**src/rtl/imem_loader.sv**
```systemverilog
// imem_loader: assembles a big-endian byte stream into 32-bit instruction words and
// writes them into instruction memory. Optional trailing XOR checksum: IMEM_LOADER_CHECKSUM_EN.
module imem_loader #(
    parameter int DEPTH = 32,
    parameter int CNT_W = 6
) (
    input  logic        clk,
    input  logic        reset_n,
    input  logic        start,
    input  logic [7:0]  rx_data,
    input  logic        rx_valid,
    output logic        rx_ready,
    output logic        WE,
    output logic [31:0] WA,
    output logic [31:0] WD,
    output logic        busy,
    output logic        done,
    output logic        err
);

    typedef enum logic [2:0] {
        S_IDLE,
        S_COUNT,
        S_BYTE,
        S_WRITE,
`ifdef IMEM_LOADER_CHECKSUM_EN
        S_CHECK,
`endif
        S_FIN
    } state_t;

    state_t           state, state_next;
    logic [CNT_W-1:0] idx, last_idx;
    logic [1:0]       byte_cnt;
    logic [23:0]      asm_q;
    logic [8:0]       n_eff;
    logic             over;
`ifdef IMEM_LOADER_CHECKSUM_EN
    logic [7:0]       xsum;
`endif

    // A count byte of zero stands for a full memory image.
    assign n_eff = (rx_data == 8'd0) ? 9'(DEPTH) : {1'b0, rx_data};
    assign over  = n_eff > 9'(DEPTH);

    always_comb begin
        // NOTE: every signal written here gets a default first, so no path infers a latch.
        state_next = state;
        rx_ready   = 1'b0;
        WE         = 1'b0;
        busy       = 1'b1;
        done       = 1'b0;
        unique case (state)
            S_IDLE: begin
                busy = 1'b0;
                if (start) state_next = S_COUNT;
            end
            S_COUNT: begin
                rx_ready = 1'b1;
                if (rx_valid) state_next = over ? S_FIN : S_BYTE;
            end
            S_BYTE: begin
                rx_ready = 1'b1;
                if (rx_valid && byte_cnt == 2'd3) state_next = S_WRITE;
            end
            S_WRITE: begin
                WE = 1'b1;
                if (idx == last_idx) begin
`ifdef IMEM_LOADER_CHECKSUM_EN
                    state_next = S_CHECK;
`else
                    state_next = S_FIN;
`endif
                end else begin
                    state_next = S_BYTE;
                end
            end
`ifdef IMEM_LOADER_CHECKSUM_EN
            S_CHECK: begin
                rx_ready = 1'b1;
                if (rx_valid) state_next = S_FIN;
            end
`endif
            S_FIN: begin
                done       = 1'b1;
                state_next = S_IDLE;
            end
            default: begin
                busy       = 1'b0;
                state_next = S_IDLE;
            end
        endcase
    end

    always_ff @(posedge clk) begin
        // NOTE: non-blocking assignments make every register sample the pre-edge values.
        if (!reset_n) begin
            state    <= S_IDLE;
            idx      <= '0;
            last_idx <= '0;
            byte_cnt <= '0;
            asm_q    <= '0;
            WA       <= '0;
            WD       <= '0;
            err      <= 1'b0;
`ifdef IMEM_LOADER_CHECKSUM_EN
            xsum     <= '0;
`endif
        end else begin
            state <= state_next;
            case (state)
                S_IDLE: begin
                    if (start) begin
                        err      <= 1'b0;
                        idx      <= '0;
                        byte_cnt <= '0;
`ifdef IMEM_LOADER_CHECKSUM_EN
                        xsum     <= '0;
`endif
                    end
                end
                S_COUNT: begin
                    if (rx_valid) begin
                        last_idx <= CNT_W'(n_eff - 9'd1);
                        if (over) err <= 1'b1;
                    end
                end
                S_BYTE: begin
                    if (rx_valid) begin
                        asm_q    <= {asm_q[15:0], rx_data};
                        byte_cnt <= byte_cnt + 2'd1;
`ifdef IMEM_LOADER_CHECKSUM_EN
                        xsum     <= xsum ^ rx_data;
`endif
                        // WA/WD are loaded once per word and then held until the next word.
                        if (byte_cnt == 2'd3) begin
                            WA <= 32'(idx);
                            WD <= {asm_q, rx_data};
                        end
                    end
                end
                S_WRITE: idx <= idx + CNT_W'(1);
`ifdef IMEM_LOADER_CHECKSUM_EN
                S_CHECK: begin
                    if (rx_valid && rx_data != xsum) err <= 1'b1;
                end
`endif
                default: ;
            endcase
        end
    end

endmodule

```
**config.mk**
```make
export PLATFORM = sky130hd
export DESIGN_NAME = imem_loader
export DESIGN_NICKNAME = d
export VERILOG_FILES = /design/src/rtl/imem_loader.sv
export SDC_FILE = /design/constraint.sdc
export NUM_CORES = 1
export LEC_CHECK = 0
export BUFFER_PORTS_ARGS = -buffer_cell sky130_fd_sc_hd__buf_2
export CAP_MARGIN = 15
export CORE_ASPECT_RATIO = 0.5
export CORE_MARGIN = 4
export CORE_UTILIZATION = 57
export DETAILED_ROUTE_END_ITERATION = 10
export PLACE_DENSITY_LB_ADDON = 0.25
export SLEW_MARGIN = 10
export SYNTH_ARGS = -nofsm -noshare
export SYNTH_HDL_FRONTEND = slang
export SYNTH_SLANG_ARGS = --single-unit
```
**constraint.sdc**
```tcl
create_clock -name clk -period 2.8 [get_ports clk]
set_input_delay 0.28 -clock clk [delete_from_list [all_inputs] [get_ports clk]]
set_output_delay 0.28 -clock clk [all_outputs]
set_load 0.005 [all_outputs]
```
# Word-level counts from Yosys, hierarchy flattened
# Cells that the tools add are included.
totals:
  reg_bits: 80
  input_bits: 12
  output_inout_bits: 69
op_classes:
  add_sub_neg: 3
  order_cmp: 1
  n_eq_ne: 11
  n_mux: 20
  reduce_logical: 15
ops:
  columns: ["cell", "count"]
  rows:
  - ["3-bit 2-to-1 mux", 5]
  - ["3-bit one-hot mux with 4 select lines", 1]
  - ["6-bit one-hot mux with 2 select lines", 1]
  - ["2-bit != test (second input constant)", 5]
  - ["3-bit AND reduction", 3]
  - ["8-bit by 6-bit greater-than comparator with 1-bit output (second input constant)", 1]
  - ["8-bit zero test", 1]
  - ["8-bit 2-to-1 mux", 1]
  - ["1-bit 2-to-1 mux", 7]
  - ["6-bit by 1-bit adder with 6-bit output (second input constant)", 1]
  - ["3-bit by 2-bit equality test with 1-bit output (second input constant)", 2]
  - ["6-bit equality test", 1]
  - ["6-bit 2-to-1 mux", 1]
  - ["2-bit AND reduction", 3]
  - ["2-bit nonzero test", 3]
  - ["6-bit by 1-bit subtractor with 6-bit output (second input constant)", 1]
  - ["2-bit 2-to-1 mux", 2]
  - ["2-bit one-hot mux with 2 select lines", 1]
  - ["4-bit AND reduction", 1]
  - ["4-bit OR reduction", 1]
  - ["3-bit by 1-bit equality test with 1-bit output (second input constant)", 1]
  - ["3-bit equality test (second input constant)", 1]
  - ["3-bit zero test", 1]
  - ["2-bit by 1-bit adder with 2-bit output (second input constant)", 1]
  - ["other kinds (4)", 4]

# Depth between registers and ports, before layout
# Gate-level depths: netlist of run 1.
logic_depth:
  depth_word: 6
  ltp_mapped: 8

# Least setup slack after synthesis of run 1
# OpenSTA, ideal clock, no wires.
synth_path:
  kind: "input to register"
  from: "in rx_data[0]"
  to: "reg last_idx[3]"
  arrival_time_ps: 1853
  required_ps: 2726
  setup_slack_ps: 873
  stages: 6
  path_buffers: 0
  cell_sequence: "inv_1 -> ha_1 -> or4b_4 -> or4_4 -> a211o_1 -> a31oi_2"
synth_via:
  elab_chain_cells: 3
synth_lines:
  columns: ["element", "line", "rtl"]
  rows:
  - ["from (decl)", "10", "input logic [7:0] rx_data,"]
  - ["8-bit zero test", "43", "assign n_eff = (rx_data == 8'd0) ? 9'(DEPTH) : {1'b0, rx_data};"]
  - ["8-bit 2-to-1 mux (*)", "43", null]
  - ["6-bit by 1-bit subtractor with 6-bit output (*)", "124", "last_idx <= CNT_W'(n_eff - 9'd1);"]
  - ["to (signal assigned)", "124", null]
  - ["to (decl)", "33", "logic [CNT_W-1:0] idx, last_idx;"]
# Mark *: on every way between the ends. The rest lies on a longest branch, timed or not.
# A chain may end at the register's enable or synchronous reset.

# Final worst setup path of run 1
layout_path:
  from: "reg state[1]"
  to: "reg WD[27]"
layout_via:
  elab_chain_cells: 2
layout_lines:
  columns: ["element", "line", "rtl"]
  rows:
  - ["from (decl)", "32", "state_t state, state_next;"]
  - ["from (signal assigned)", "110", "state <= state_next;"]
  - ["3-bit by 2-bit equality test with 1-bit output", "111", "case (state)"]
  - ["3-bit AND reduction (no line)", null, null]
  - ["to (signal assigned)", "138", "WD <= {asm_q, rx_data};"]
  - ["to (decl)", "15", "output logic [31:0] WD,"]
# Every way passes these cells.

==> impl_metrics.json, run 1 <==
{
  "status": "complete, no violations",
  "synth_edf_count": 0,
  "postCtsResizedCells": 0,
  "path_class": "reg2reg",
  "synth_seq_area_share_pct": 45.8,
  "antennaDiodeCount": 0,
  "wl_per_cell_um": 13.7,
  "critPathLaunchType": "flop",
  "multiInputGateArea_um2": 1680,
  "timing.rr.start": "state[1]",
  "drive_gt1_share_pct": 17.1,
  "worstSkewPairLatency_ns": 0.34,
  "synthArstFlopShare_pct": 0,
  "dpl.hpwl_um": 4900,
  "worstSetupEndpointType": "flop",
  "cts_setup_buffers": 0,
  "mostFrequentLayoutCell": "nand2_1",
  "cp.required_ns": 3.06,
  "netlist_area_um2": 3500,
  "synth_ff_type": "dfxtp_1",
  "io_buffers": 54,
  "yosysWarnings": 0,
  "grt_use_total_pct": 19.9,
  "grt_pass1_wl_um": 12200,
  "final_cell_count_no_fill": 536,
  "clock_skew_ns": 0.00431,
  "top_usage_layer": "met2",
  "synth-seq-cells": 80,
  "rsz0062_at_grt": "no",
  "finalMaxSlewViolations": 0,
  "hold-worst-slack_ns": 0.194,
  "initial_utilization_pct": 61.3,
  "crit_start": "state[1]",
  "path_clk_slew_ns": 0.06,
  "worstPathMaxFanout": 38,
  "grt_max_degree": 52,
  "finalSetupTns_ns": 0,
  "clock_sinks": 80,
  "yosys.cell_types.count": 43,
  "wl_um": 7330,
  "syn_area_per_cell_um2": 8.39,
  "cts_tree": "built",
  "p_per_area_nw_per_um2": 612,
  "die_height_um": 63.4,
  "gr-usage-met2_pct": 33.9,
  "critPathArrivalTime_ns": 2.18,
  "gr-total-overflow": 0,
  "num_vias": 2817,
  "grtUsageMet3_pct": 8.31,
  "irDropWorstVdd_mv": 0.413,
  "htree_levels": 3,
  "area_growth_pct": 13.7,
  "antenna_left": 0,
  "fmax_mhz": 521,
  "hold_violations": 0,
  "register_area_um2": 1600,
  "cts_buffers": 9,
  "fillers": 461,
  "viasPerCell": 5.26,
  "min_from": "rx_data[0]",
  "drt_iter0_markers": 258,
  "antenna_found_initial": 0,
  "holdBufCountCts": 0,
  "coreArea_um2": 5710,
  "die_area_um2": 7530,
  "setup_violations": 0,
  "leakage_nw": 1.65,
  "drv_cap": 0,
  "hold_class": "in2reg",
  "syn_inst": 417,
  "drc_errors": 0,
  "cts_root_buffer": "clkbuf_16",
  "grt_pass1_vias": 2649,
  "place_congestion": 0.883,
  "die_w_um": 119,
  "cts_buffer_depth": 2,
  "drt-pass1-iter-count": 4,
  "layout_min_cycle_time_ns": 1.92,
  "fp-row-count": 19,
  "ios": 81,
  "layout_common_cells": "133 x nand2_1, 80 x dfxtp_1, 65 x a21boi_1",
  "fin_nets": 473,
  "gr-usage-met1_pct": 23.2,
  "dp.cells": 520,
  "fin_crit_sh_pct": 68.5
}
-- metal layers --
layer,vias up,part of all wire [%]
li1,1414,-
met1,1309,44
met2,87,48
met3,7,7.5
met4,0,0.85
met5,-,0
-- worst paths after layout --
path,end,slack (ns),cells past startpoint
worst max-delay path,WD[27],0.88,5
worst min-delay path,last_idx[0],0.19,2
worst max register to register,WD[27],0.88,5
worst min register to register,WA[3],0.45,2
-- cell type report --
class                           count  share of cell area, %
Tap cell                           73                   2.30
Inverter                            3                  0.283
Clock inverter                      4                  0.723
Timing Repair Buffer               59                   7.74
Multi-Input combinational cell    305                   42.2
Sequential cell                    80                   40.3
Clock buffer                       12                   6.45
-- per-stage QoR --
stage	power (mW)	instance area, µm²	worst slack, ns	utilization [%]
finish	2.43	3980	0.881	69.7
global route	2.53	3980	0.699	69.7
CTS	2.45	3980	0.856	69.7
detailed placement	1.36	3690	0.587	64.7
global placement	1.35	3690	0.695	64.7
floorplan	1.34	3590	0.873	-
-- report_power, final --
group          leakage [nW]  total, mW  switching [mW]  internal (mW)
registers             0.645       1.18          0.0226           1.16
logic                 0.868      0.157          0.0881         0.0685
clock network         0.135       1.10           0.450          0.648
-- worst max-delay path, stage by stage (launching register included) --
cell and delay, ns:
dfxtp_1 0.57, nor4bb_4 0.44, and2_1 0.17, buf_4 0.36, nand2_1 0.12, a21boi_1 0.17
-- kinds of logic after synthesis --
logic type | after synthesis | share of synthesized area, %
AO/OA/AOI/OAI | 93 | 19.3
XOR/XNOR | 10 | 2.50
adder cells (fa/ha/maj) | 3 | 1.07
buffers and inverters | 57 | 9.27
flip-flops | 80 | 45.8
multiplexers | 2 | 0.572
other | 1 | 0.107
AND/OR/NAND/NOR | 171 | 21.4
-- sequential cells by signal (all words and copies together) (netlist names) --
signal / count
WD: 32
asm_q: 24
WA: 6
idx: 6
last_idx: 6
state: 3
byte_cnt: 2
err: 1
-- cells in the mapped netlist, types with 5 or more instances --
cell type | number | area share [%]
nand2_1 | 133 | 14
a21oi_1 | 5 | 0.72
a21boi_1 | 65 | 14
o21ai_0 | 6 | 0.86
xor2_1 | 5 | 1.3
xnor2_1 | 5 | 1.3
dfxtp_1 | 80 | 46
clkbuf_1 | 22 | 2.4
and2_1 | 6 | 1.1
nand3_1 | 8 | 1.1
nor2_1 | 5 | 0.54
buf_4 | 26 | 5.6
Power figures use the tool's default switching activity.
==> run 2, diff against run 1 <==
--- a/config.mk
+++ b/config.mk
@@ -5,11 +5,12 @@
 export SDC_FILE = /design/constraint.sdc
 export NUM_CORES = 1
 export LEC_CHECK = 0
+export ABC_AREA = 1
 export BUFFER_PORTS_ARGS = -buffer_cell sky130_fd_sc_hd__buf_2
 export CAP_MARGIN = 15
 export CORE_ASPECT_RATIO = 0.5
 export CORE_MARGIN = 4
-export CORE_UTILIZATION = 57
+export CORE_UTILIZATION = 53
 export DETAILED_ROUTE_END_ITERATION = 10
 export PLACE_DENSITY_LB_ADDON = 0.25
 export SLEW_MARGIN = 10
==> constraint.sdc (replaced) <==
create_clock -name clk -period 1.9 [get_ports clk]
set_input_delay 0.19 -clock clk [delete_from_list [all_inputs] [get_ports clk]]
set_output_delay 0.19 -clock clk [all_outputs]
set_load 0.005 [all_outputs]
==> run 2 against run 1 <==
Net effect: cell area about the same; global-route usage up 1.8 points; clock power is 65% higher; largest power group is now clock.
==> impl_metrics.json, run 2 <==
{
  "synth-seq-cells": 80,
  "yosysTopAreaCell": "dfxtp_1",
  "synth_edf_count": 0,
  "path_delay_family": "simple AND/OR/NAND/NOR gates",
  "layout_common_cells": "123 x nand2_1, 80 x dfxtp_1, 73 x a21oi_1",
  "rrSetupSlack_ns": 0.30,
  "yosysWarnings": 0,
  "cpPeakStageDelay_ns": 0.37,
  "synth_area_leaders": "dfxtp_1 46%, nand2_1 13%, a21oi_1 11%",
  "antennaDiodeCount": 0,
  "topRoutingLayerUsed": "met4",
  "synthMostInstantiatedCell": "nand2_1",
  "worstSetupEndpointType": "output pin",
  "synth_commonest_cells": "123 x nand2_1, 80 x dfxtp_1, 73 x a21oi_1, 46 x nand3_1, 30 x buf_4",
  "antenna_left": 0,
  "r2r_end": "WA[3]",
  "clock_skew_ns": 0.00467,
  "drv_cap": 0,
  "min_path_cells": 3,
  "finalSetupTns_ns": 0,
  "dr_wl_met3_um": 780,
  "status": "complete, no violations",
  "coreArea_um2": 6210,
  "htree_levels": 3,
  "wl_per_cell_um": 13.7,
  "io_buffers": 54,
  "initial_utilization_pct": 55.8,
  "worstPathMaxFanout": 7,
  "irDropWorstVdd_mv": 0.647,
  "dpl.hpwl_um": 5600,
  "place_congestion": 0.814,
  "wl_met1_um": 3690,
  "grt_use_total_pct": 21.7,
  "drive_gt1_share_pct": 17.2,
  "grt_max_degree": 43,
  "top_register": "WD",
  "leakage_nw": 1.71,
  "gr-total-overflow": 0,
  "area_growth_pct": 14.9,
  "synthArstFlopShare_pct": 0,
  "cp.required_ns": 1.71,
  "viasPerCell": 5.08,
  "fin_nets": 515,
  "syn_inst": 453,
  "slew_headroom_pct": 65.4,
  "fmax_mhz": 554,
  "netlist_area_um2": 3460,
  "path_class": "reg2out",
  "die_height_um": 65.2,
  "p_per_area_nw_per_um2": 964,
  "drc_errors": 0,
  "cts_buffers": 9,
  "rsz0062_at_grt": "no",
  "multiInputGateArea_um2": 1520,
  "num_vias": 3013,
  "wl_um": 8110,
  "cts_tree": "built",
  "post-route-util_pct": 64.1,
  "cts_root_buffer": "clkbuf_16",
  "layout_min_cycle_time_ns": 1.81,
  "critPathArrivalTime_ns": 1.62,
  "critPathBufInv": 3,
  "worstMarginPinSlew_ns": 0.519,
  "antenna_found_initial": 0,
  "crit_slowest_cell": "dfxtp_1",
  "grt_pass1_vias": 2646,
  "reg2regPathDepth": 7,
  "routed-wl-met2_um": 3520,
  "die_w_um": 122,
  "critPathLaunchType": "flop",
  "fillers": 569,
  "fp-row-count": 20,
  "setup_violations": 0,
  "syn_area_per_cell_um2": 7.65,
  "ios": 81,
  "yosysTopAreaCellShare_pct": 46.2,
  "cts_setup_buffers": 0,
  "timing.rr.start": "byte_cnt[0]",
  "largest_reg_flops": 32,
  "holdBufCountCts": 0,
  "hold_violations": 0,
  "register_area_um2": 1600,
  "synth_ff_type": "dfxtp_1",
  "yosys.cell_types.count": 31,
  "clock_sinks": 80,
  "grt_pass1_wl_um": 13400,
  "path_clk_slew_ns": 0.06,
  "mostFrequentLayoutCell": "nand2_1",
  "hold_class": "in2reg",
  "drt_iter0_markers": 269,
  "path_cells": "inv_1, nand3_1, inv_2, or3_1, buf_2",
  "worstSkewPairLatency_ns": 0.34,
  "min_from": "rx_data[7]",
  "fin_crit_sh_pct": 95.0,
  "holdPathEnd": "asm_q[7]",
  "drt-pass1-iter-count": 4,
  "finalMaxSlewViolations": 0,
  "reg_top3": "WD x32, asm_q x24",
  "cts_buffer_depth": 2,
  "die_area_um2": 7970,
  "synth_seq_area_share_pct": 46.2
}
-- run 2: power breakdown --
group | internal, mW | switching (mW)
Sequential | 1.71 | 0.0249
Combinational | 0.0917 | 0.191
Clock | 1.18 | 0.637
-- run 2: worst max path at each step --
| stage | from | endpoint | slack, ns | depth (start not counted) |
|---|---|---|---|---|
| floorplan | state[2] | busy | 0.62 | 4 |
| global placement | byte_cnt[0] | WA[1] | 0.37 | 7 |
| detailed placement | byte_cnt[0] | WD[2] | 0.32 | 7 |
| CTS | state[2] | busy | 0.04 | 5 |
| global route | state[2] | busy | 0.002 | 5 |
| finish | state[2] | busy | 0.09 | 5 |
-- run 2: timing repair --
item | 4_1_cts | 5_1_grt
resized for setup | 0 | 1
hold endpoints to repair | 0 | 0
setup endpoints to repair | 0 | 1
-- run 2: metrics by stage --
| stage | cells | hold slack [ns] | power [mW] | instance area [µm²] | setup slack [ns] |
|---|---|---|---|---|---|
| CTS | 593 | 0.135 | 3.86 | 3980 | 0.0433 |
| floorplan | 478 | 0.328 | 2.00 | 3560 | 0.619 |
| global placement | 577 | 0.440 | 2.04 | 3660 | 0.372 |
| detailed placement | 577 | 0.447 | 2.04 | 3660 | 0.322 |
| global route | 593 | 0.134 | 3.99 | 3980 | 0.00195 |
| finish | 593 | 0.140 | 3.84 | 3980 | 0.0949 |
-- run 2: logic make-up (layout without fill, tap and decap cells) --
kind of cell	after synthesis	after routing	synth area share (%)
AND/OR/NAND/NOR	202	202	25.2
AO/OA/AOI/OAI	89	89	13.3
buffers and inverters	72	99	12.5
adder cells (fa/ha/maj)	3	3	1.08
XOR/XNOR	6	6	1.52
other	1	26	0.108
flip-flops	80	80	46.2
-- run 2: layout make-up --
class / instances / area share [%]
inverter: 22 / 2.07
tap: 88 / 2.77
clock inverter: 3 / 1.63
multi-input combinational: 326 / 38.3
timing repair buffer: 61 / 8.74
clock buffer: 13 / 6.29
sequential: 80 / 40.2
-- run 2: layer usage --
metal | GRT usage [%] | up-vias
li1 | - | 1526
met1 | 30.2 | 1366
met2 | 31.9 | 110
met3 | 7.14 | 11
met4 | 7.11 | 0
met5 | 0 | -
-- run 2: worst min-delay path: cells and delay by family --
family                 cells  cell delay, ns
buffers and inverters      1            0.12
and+or+nand+nor            1            0.06
AOI/OAI and AO/OA          1            0.06
